### src/rtl/rect_flip_ctrl.sv
`default_nettype none
// ============================================================================
// Module   : rect_flip_ctrl
// Purpose  : Walks a rectangular BRAM region through a wowi_adapter, flipping
//            each word (byte-swap or bit-reverse) and writing it back in place.
// Revision : 1.0  initial release
// ============================================================================
module rect_flip_ctrl #(
    parameter int DATA_WIDTH = 8,
    parameter int WORD_BYTES = 2,
    parameter int ADDR_WIDTH = 8,
    parameter int DIM_WIDTH  = 4,
    parameter int TIMEOUT    = 15
) (
    input  logic                             clk,
    input  logic                             reset,
    input  logic                             start,
    input  logic [ADDR_WIDTH-1:0]            origin_addr,
    input  logic [ADDR_WIDTH-1:0]            stride,
    input  logic [DIM_WIDTH-1:0]             rows,
    input  logic [DIM_WIDTH-1:0]             cols,
    input  logic                             mode,
    output logic                             st_read,
    output logic                             st_write,
    output logic [ADDR_WIDTH-1:0]            base_addr,
    output logic [WORD_BYTES*DATA_WIDTH-1:0] write_data,
    input  logic [WORD_BYTES*DATA_WIDTH-1:0] read_data,
    input  logic                             flip_ready,
    input  logic                             wrt_done,
    output logic                             busy,
    output logic                             done,
    output logic                             err,
    output logic [2*DIM_WIDTH-1:0]           word_count
);

    localparam int c_word_w = WORD_BYTES * DATA_WIDTH;
    localparam int c_tmr_w  = $clog2(TIMEOUT + 1);

    localparam logic [c_tmr_w-1:0]     c_tmr_one  = c_tmr_w'(1);
    localparam logic [c_tmr_w-1:0]     c_tmr_last = c_tmr_w'(TIMEOUT - 1);
    localparam logic [ADDR_WIDTH-1:0]  c_addr_step = ADDR_WIDTH'(WORD_BYTES);
    localparam logic [DIM_WIDTH:0]     c_dim_one  = (DIM_WIDTH+1)'(1);
    localparam logic [DIM_WIDTH-1:0]   c_idx_one  = DIM_WIDTH'(1);
    localparam logic [2*DIM_WIDTH-1:0] c_wc_one   = (2*DIM_WIDTH)'(1);

    localparam logic [2:0] c_st_idle    = 3'd0;
    localparam logic [2:0] c_st_read    = 3'd1;
    localparam logic [2:0] c_st_flip    = 3'd2;
    localparam logic [2:0] c_st_write   = 3'd3;
    localparam logic [2:0] c_st_wr_wait = 3'd4;
    localparam logic [2:0] c_st_settle  = 3'd5;
    localparam logic [2:0] c_st_done    = 3'd6;

    logic [2:0]             r_state;
    logic [2:0]             w_state_nxt;
    logic [c_tmr_w-1:0]     r_timer;
    logic [ADDR_WIDTH-1:0]  r_stride;
    logic [ADDR_WIDTH-1:0]  r_row_base;
    logic [ADDR_WIDTH-1:0]  r_base_addr;
    logic [DIM_WIDTH-1:0]   r_rows;
    logic [DIM_WIDTH-1:0]   r_cols;
    logic [DIM_WIDTH-1:0]   r_row;
    logic [DIM_WIDTH-1:0]   r_col;
    logic                   r_mode;
    logic                   r_err;
    logic [2*DIM_WIDTH-1:0] r_word_count;
    logic [c_word_w-1:0]    r_read_data;
    logic [c_word_w-1:0]    r_write_data;
    logic [c_word_w-1:0]    w_byteswap;
    logic [c_word_w-1:0]    w_bitrev;
    logic                   w_timeout;
    logic                   w_col_more;
    logic                   w_row_more;

    for (genvar gi = 0; gi < WORD_BYTES; gi++) begin : g_byteswap
        assign w_byteswap[gi*DATA_WIDTH +: DATA_WIDTH] =
            r_read_data[(WORD_BYTES-1-gi)*DATA_WIDTH +: DATA_WIDTH];
    end

    for (genvar gk = 0; gk < c_word_w; gk++) begin : g_bitrev
        assign w_bitrev[gk] = r_read_data[c_word_w-1-gk];
    end

    assign w_timeout  = (r_timer == c_tmr_last);
    assign w_col_more = (({1'b0, r_col} + c_dim_one) < {1'b0, r_cols});
    assign w_row_more = (({1'b0, r_row} + c_dim_one) < {1'b0, r_rows});

    always_comb begin
        w_state_nxt = r_state;
        case (r_state)
            c_st_idle: begin
                if (start)
                    w_state_nxt = (rows == '0 || cols == '0) ? c_st_done : c_st_read;
            end
            c_st_read: begin
                if (flip_ready)     w_state_nxt = c_st_flip;
                else if (w_timeout) w_state_nxt = c_st_done;
            end
            c_st_flip:  w_state_nxt = c_st_write;
            c_st_write: w_state_nxt = c_st_wr_wait;
            c_st_wr_wait: begin
                if (wrt_done)       w_state_nxt = c_st_settle;
                else if (w_timeout) w_state_nxt = c_st_done;
            end
            c_st_settle: w_state_nxt = (w_col_more || w_row_more) ? c_st_read : c_st_done;
            c_st_done:   w_state_nxt = c_st_idle;
            default:     w_state_nxt = c_st_idle;
        endcase
    end

    always_ff @(posedge clk) begin
        if (reset) begin
            r_state      <= c_st_idle;
            r_timer      <= '0;
            r_stride     <= '0;
            r_row_base   <= '0;
            r_base_addr  <= '0;
            r_rows       <= '0;
            r_cols       <= '0;
            r_row        <= '0;
            r_col        <= '0;
            r_mode       <= 1'b0;
            r_err        <= 1'b0;
            r_word_count <= '0;
            r_read_data  <= '0;
            r_write_data <= '0;
        end else begin
            r_state <= w_state_nxt;
            r_timer <= (w_state_nxt != r_state) ? '0 : r_timer + c_tmr_one;
            case (r_state)
                c_st_idle: begin
                    if (start) begin
                        r_stride     <= stride;
                        r_rows       <= rows;
                        r_cols       <= cols;
                        r_mode       <= mode;
                        r_row        <= '0;
                        r_col        <= '0;
                        r_row_base   <= origin_addr;
                        r_base_addr  <= origin_addr;
                        r_word_count <= '0;
                        r_err        <= 1'b0;
                    end
                end
                c_st_read: begin
                    if (flip_ready)     r_read_data <= read_data;
                    else if (w_timeout) r_err       <= 1'b1;
                end
                c_st_flip: r_write_data <= r_mode ? w_bitrev : w_byteswap;
                c_st_wr_wait: begin
                    if (wrt_done)       r_word_count <= r_word_count + c_wc_one;
                    else if (w_timeout) r_err        <= 1'b1;
                end
                // Row base is tracked incrementally so no multiplier is needed.
                c_st_settle: begin
                    if (w_col_more) begin
                        r_col       <= r_col + c_idx_one;
                        r_base_addr <= r_base_addr + c_addr_step;
                    end else if (w_row_more) begin
                        r_col       <= '0;
                        r_row       <= r_row + c_idx_one;
                        r_row_base  <= r_row_base + r_stride;
                        r_base_addr <= r_row_base + r_stride;
                    end
                end
                default: ;
            endcase
        end
    end

    assign st_read    = (r_state == c_st_read);
    assign st_write   = (r_state == c_st_write);
    assign busy       = (r_state == c_st_read)  || (r_state == c_st_flip)    ||
                        (r_state == c_st_write) || (r_state == c_st_wr_wait) ||
                        (r_state == c_st_settle);
    assign done       = (r_state == c_st_done);
    assign err        = r_err;
    assign base_addr  = r_base_addr;
    assign write_data = r_write_data;
    assign word_count = r_word_count;

endmodule
`default_nettype wire

### config.mk
export PLATFORM = sky130hd
export DESIGN_NAME = rect_flip_ctrl
export DESIGN_NICKNAME = d
export VERILOG_FILES = /design/src/rtl/rect_flip_ctrl.sv
export SDC_FILE = /design/constraint.sdc
export NUM_CORES = 1
export LEC_CHECK = 0
export ABC_AREA = 1
export ABC_CLOCK_PERIOD_IN_PS = 4550
export CORE_MARGIN = 2
export CORE_UTILIZATION = 30
export CTS_BUF_LIST = sky130_fd_sc_hd__clkbuf_4
export DETAILED_ROUTE_END_ITERATION = 10
export GPL_ROUTABILITY_DRIVEN = 0
export PLACE_DENSITY = 0.55
export SETUP_SLACK_MARGIN = 0.15
export SYNTH_ARGS = -nofsm -noshare
export SYNTH_HDL_FRONTEND = slang
export SYNTH_SLANG_ARGS = --single-unit
### constraint.sdc
create_clock -name clk -period 4.55 [get_ports clk]
set_input_delay 0.6825 -clock clk [delete_from_list [all_inputs] [get_ports clk]]
set_output_delay 0.6825 -clock clk [all_outputs]
set_load 0.01 [all_outputs]
==> metrics.md <==
| Metric | Value |
|---|---|
| Status | `finished, final reports clean` |
| CP required | `3870 ps` |
| Hold Violations, Final | `0` |
| Adder-Cell Fraction of Synth Area | `approximately 5.7%` |
| Initial antenna violation count | `0` |
| H-Tree Depth | `3` |
| Post-synthesis async set-or-reset flop share | `0%` |
| Hold EP | `word_count[7]` |
| Total Nets Final | `758` |
| Largest area contributor in the synthesized netlist | `dfxtp_1` |
| Largest net degree at the start of global routing | `37` |
| Min-Delay Startpoint | `word_count[7]` |
| Max-slew violation count | `0` |
| Area Growth Syn to Fin | `23.5%` |
| Utilization after layout | `roughly two fifths` |
| Max FO, Critical Path | `9` |
| Slew headroom | `approximately a quarter` |
| CTS max path bufs | `2` |
| Cell area after layout | `0.00556 mm²` |
| R2R setup slack | `between 1500 and 2000 ps` |
| Num Clock Sinks | `between 80 and 90` |
| Area of placed instances | `0.00542 mm²` |
| Via density | `4.73` |
| Synth Register Bits | `between 80 and 90` |
| Cells after Synth | `between 600 and 700` |
| Worst-Skew Late Latency | `about 490 ps` |
| CP Launch Type | `flop` |
| Share of the synthesized area in the top cell type | `between 30 and 40%` |
| Hold_buf cts | `0` |
| DR iter-0 viols | `192` |
| Crit path from | `r_state[2]` |
| Core Box Area | `0.0146 mm²` |
| Fill count | `roughly 1500` |
| Max capacitance violation total | `0` |
| Worst-path clk slew | `150 ps` |
| Vias in the first global route | `3964` |
| Routed len/inst | `13.1 µm` |
| CP cell instances | `inv_2 -> nand2_2 -> inv_1 -> a21oi_1 -> clkdlybuf4s50_1` |
| CTS tree | `yes` |
| Detailed Routing Iterations Pass 1 | `4` |
| Maximum VDD drop | `approximately 0.00018 V` |
| Tcrit/Tclk final | `between 60% and 70%` |
| Vias | `between 4000 and 5000` |
| Register area | `0.00178 mm²` |
| Reg2reg end | `r_timer[3]` |
| Critical path type | `reg2out` |
| WHS Path Cells | `1` |
| DP HPWL | `a little over 8 mm` |
| Worst Hold Class | `reg2reg` |
| Synth Flop Type | `dfxtp_1` |
| Cts repair resizes | `0` |
| Clk root buf | `clkbuf_4` |
| Total track usage | `14.7%` |
| Synth Area in Compound Gates | `16.4%` |
| Final WL | `11.5 mm` |
| CP Capture Type | `output port` |
| Crit path time final | `around 2900 ps` |
| Sequential element share of the synthesized area | `between 30% and 40%` |
| Signal arrival time at the worst endpoint | `roughly 2200 ps` |
| Net count after synthesis | `roughly 690` |
| Ports | `83` |
| XOR/XNOR share of the synthesized area | `under 10%` |
| Main combinational cell family by area after synthesis | `simple AND/OR/NAND/NOR gates` |
| YS warnings | `0` |
| Worst-Margin Slew | `about 1100 ps` |
| # setup viols final | `0` |
| ANT cells | `0` |
| Mux cell area share after synthesis | `0%` |
| Setup Fix Bufs, Post-CTS | `0` |
| R2R cell count | `12` |
| Leakage | `around 2.3 nW` |
| Final TNS setup | `0 ps` |
| Slowest cell on the critical path | `dfxtp_1` |
| Die Span Y | `approximately 130 µm` |
| Fmax achieved | `about 350 MHz` |
| CTS Buf Count | `9` |
| Drt drc | `0` |
| EDFF count, synth | `0` |
| Unique masters post-synth | `41` |
| Die W | `roughly 130 µm` |
| Routed Antenna Nets | `0` |
| Layout cells sized above 1 | `6.90%` |
| Largest cells by area after synthesis | `dfxtp_1 (40%), nand2_1 (12%), nor2_1 (7.1%)` |
| Post-synthesis cell area | `0.00450 mm²` |
| RSZ-0062 raised after global routing | `false` |
| Avg Cell Area, Syn | `between 7 and 8 µm²` |
| Starting density of the core | `a little under a third` |
| Port bufs | `82` |
| Slowest stage delay, CP | `640 ps` |
| Area share of and/or/nand/nor cells after synthesis | `~28%` |
| Gr ovfl total | `0` |
| Most frequent cell after synthesis | `nand2_1` |
| Area of the multi-input gates | `between 0.002 and 0.0025 mm²` |
| Top post-synthesis cells by count | `nand2_1 (139), dfxtp_1 (89), nor2_1 (85)` |
| R2r startpoint | `r_state[2]` |
| Global-route wire length before repair | `19.0 mm` |
| PwrDens | `between 300 and 400 mW/mm²` |
| Layout Skew | `25.8 ps` |
| FP Rows | `44` |
| Die ar. | `roughly 0.016 mm²` |
==> critical path, delay by kind of cell (launching register included) <==
kind            cells  cell delay, ps
flops               1             640
simple gates        1             150
buf+inv             3             800
compound gates      1             140
==> stage by stage <==
stage               std cells  worst slack, ps  total power, mW  hold slack (ps)
floorplan                 625             2540             1.27              430
global placement          865             1390             1.43              443
detailed placement        865             1300             1.44              450
CTS                       880             1650             1.92              475
global route              880             1540             2.03              496
finish                    880             1660             1.90              464
==> area by class of cell <==
class                   count  share of cell area, %
clock inverters             6                   1.30
multi-input cells         455                   42.7
repair buffers             83                   14.9
well taps                 184                   4.14
inverters                  54                   3.69
flip-flops and latches     89                   32.0
clock buffers               9                   1.21
==> placed cells by master (no fill, tap or decap), drive strengths merged, types with 2 or more instances in the layout <==
cell type      Yosys  layout
o21ai             64      64
dfxtp             89      89
nand4              4       4
clkbuf            18       9
o211ai             3       3
xnor2              7       7
a21oi             48      48
a31oi             16      16
nand3b             4       4
nor2              90      90
clkinv             2       2
ha                19      19
nand3             32      32
clkdlybuf4s50      0      82
nor3               8       8
xor2               7       7
nand2            144     144
inv               52      56
==> state kept, by name, summed over array words and instances, names as in the netlist <==
register and cells:
r_row 4, r_cols 4, r_col 4, write_data 16, r_mode 1, r_row_base 8
word_count 8, err 1, r_read_data 16, base_addr 8, r_stride 8, r_timer 4
r_rows 4, r_state 3
==> cells by family (layout without fill, tap and decap cells) <==
logic type,after synthesis,after routing
AND/OR/NAND/NOR,284,284
adder cells (fa/ha/maj),20,20
AO/OA/AOI/OAI,137,137
XOR/XNOR,14,14
flip-flops,89,89
buffers and inverters,81,152
==> metal layers <==
layer	GRT usage, %	vias up	share of wire [%]
li1	-	2184	-
met4	4.33	0	1.3
met2	24.6	92	46
met1	18.0	1874	46
met3	5.02	12	6.3
met5	0	-	0
==> worst max-delay path by stage <==
| stage | endpoint | slack (ps) | cells after the start |
|---|---|---|---|
| final | busy | 1660 | 5 |
| after global routing | busy | 1540 | 5 |
| after CTS | busy | 1650 | 5 |
| after detailed placement | write_data[12] | 1300 | 5 |
| after global placement | write_data[4] | 1390 | 5 |
| after floorplan | r_timer[2] | 2540 | 14 |
==> power by group <==
part | leakage [nW] | switching, mW | internal (mW) | total, mW
Sequential | 0.727 | 0.0660 | 0.856 | 0.922
Clock | 0.0738 | 0.307 | 0.172 | 0.479
Combinational | 1.50 | 0.290 | 0.210 | 0.499
Total | 2.30 | 0.662 | 1.24 | 1.90
Power figures use the tool's default switching activity.
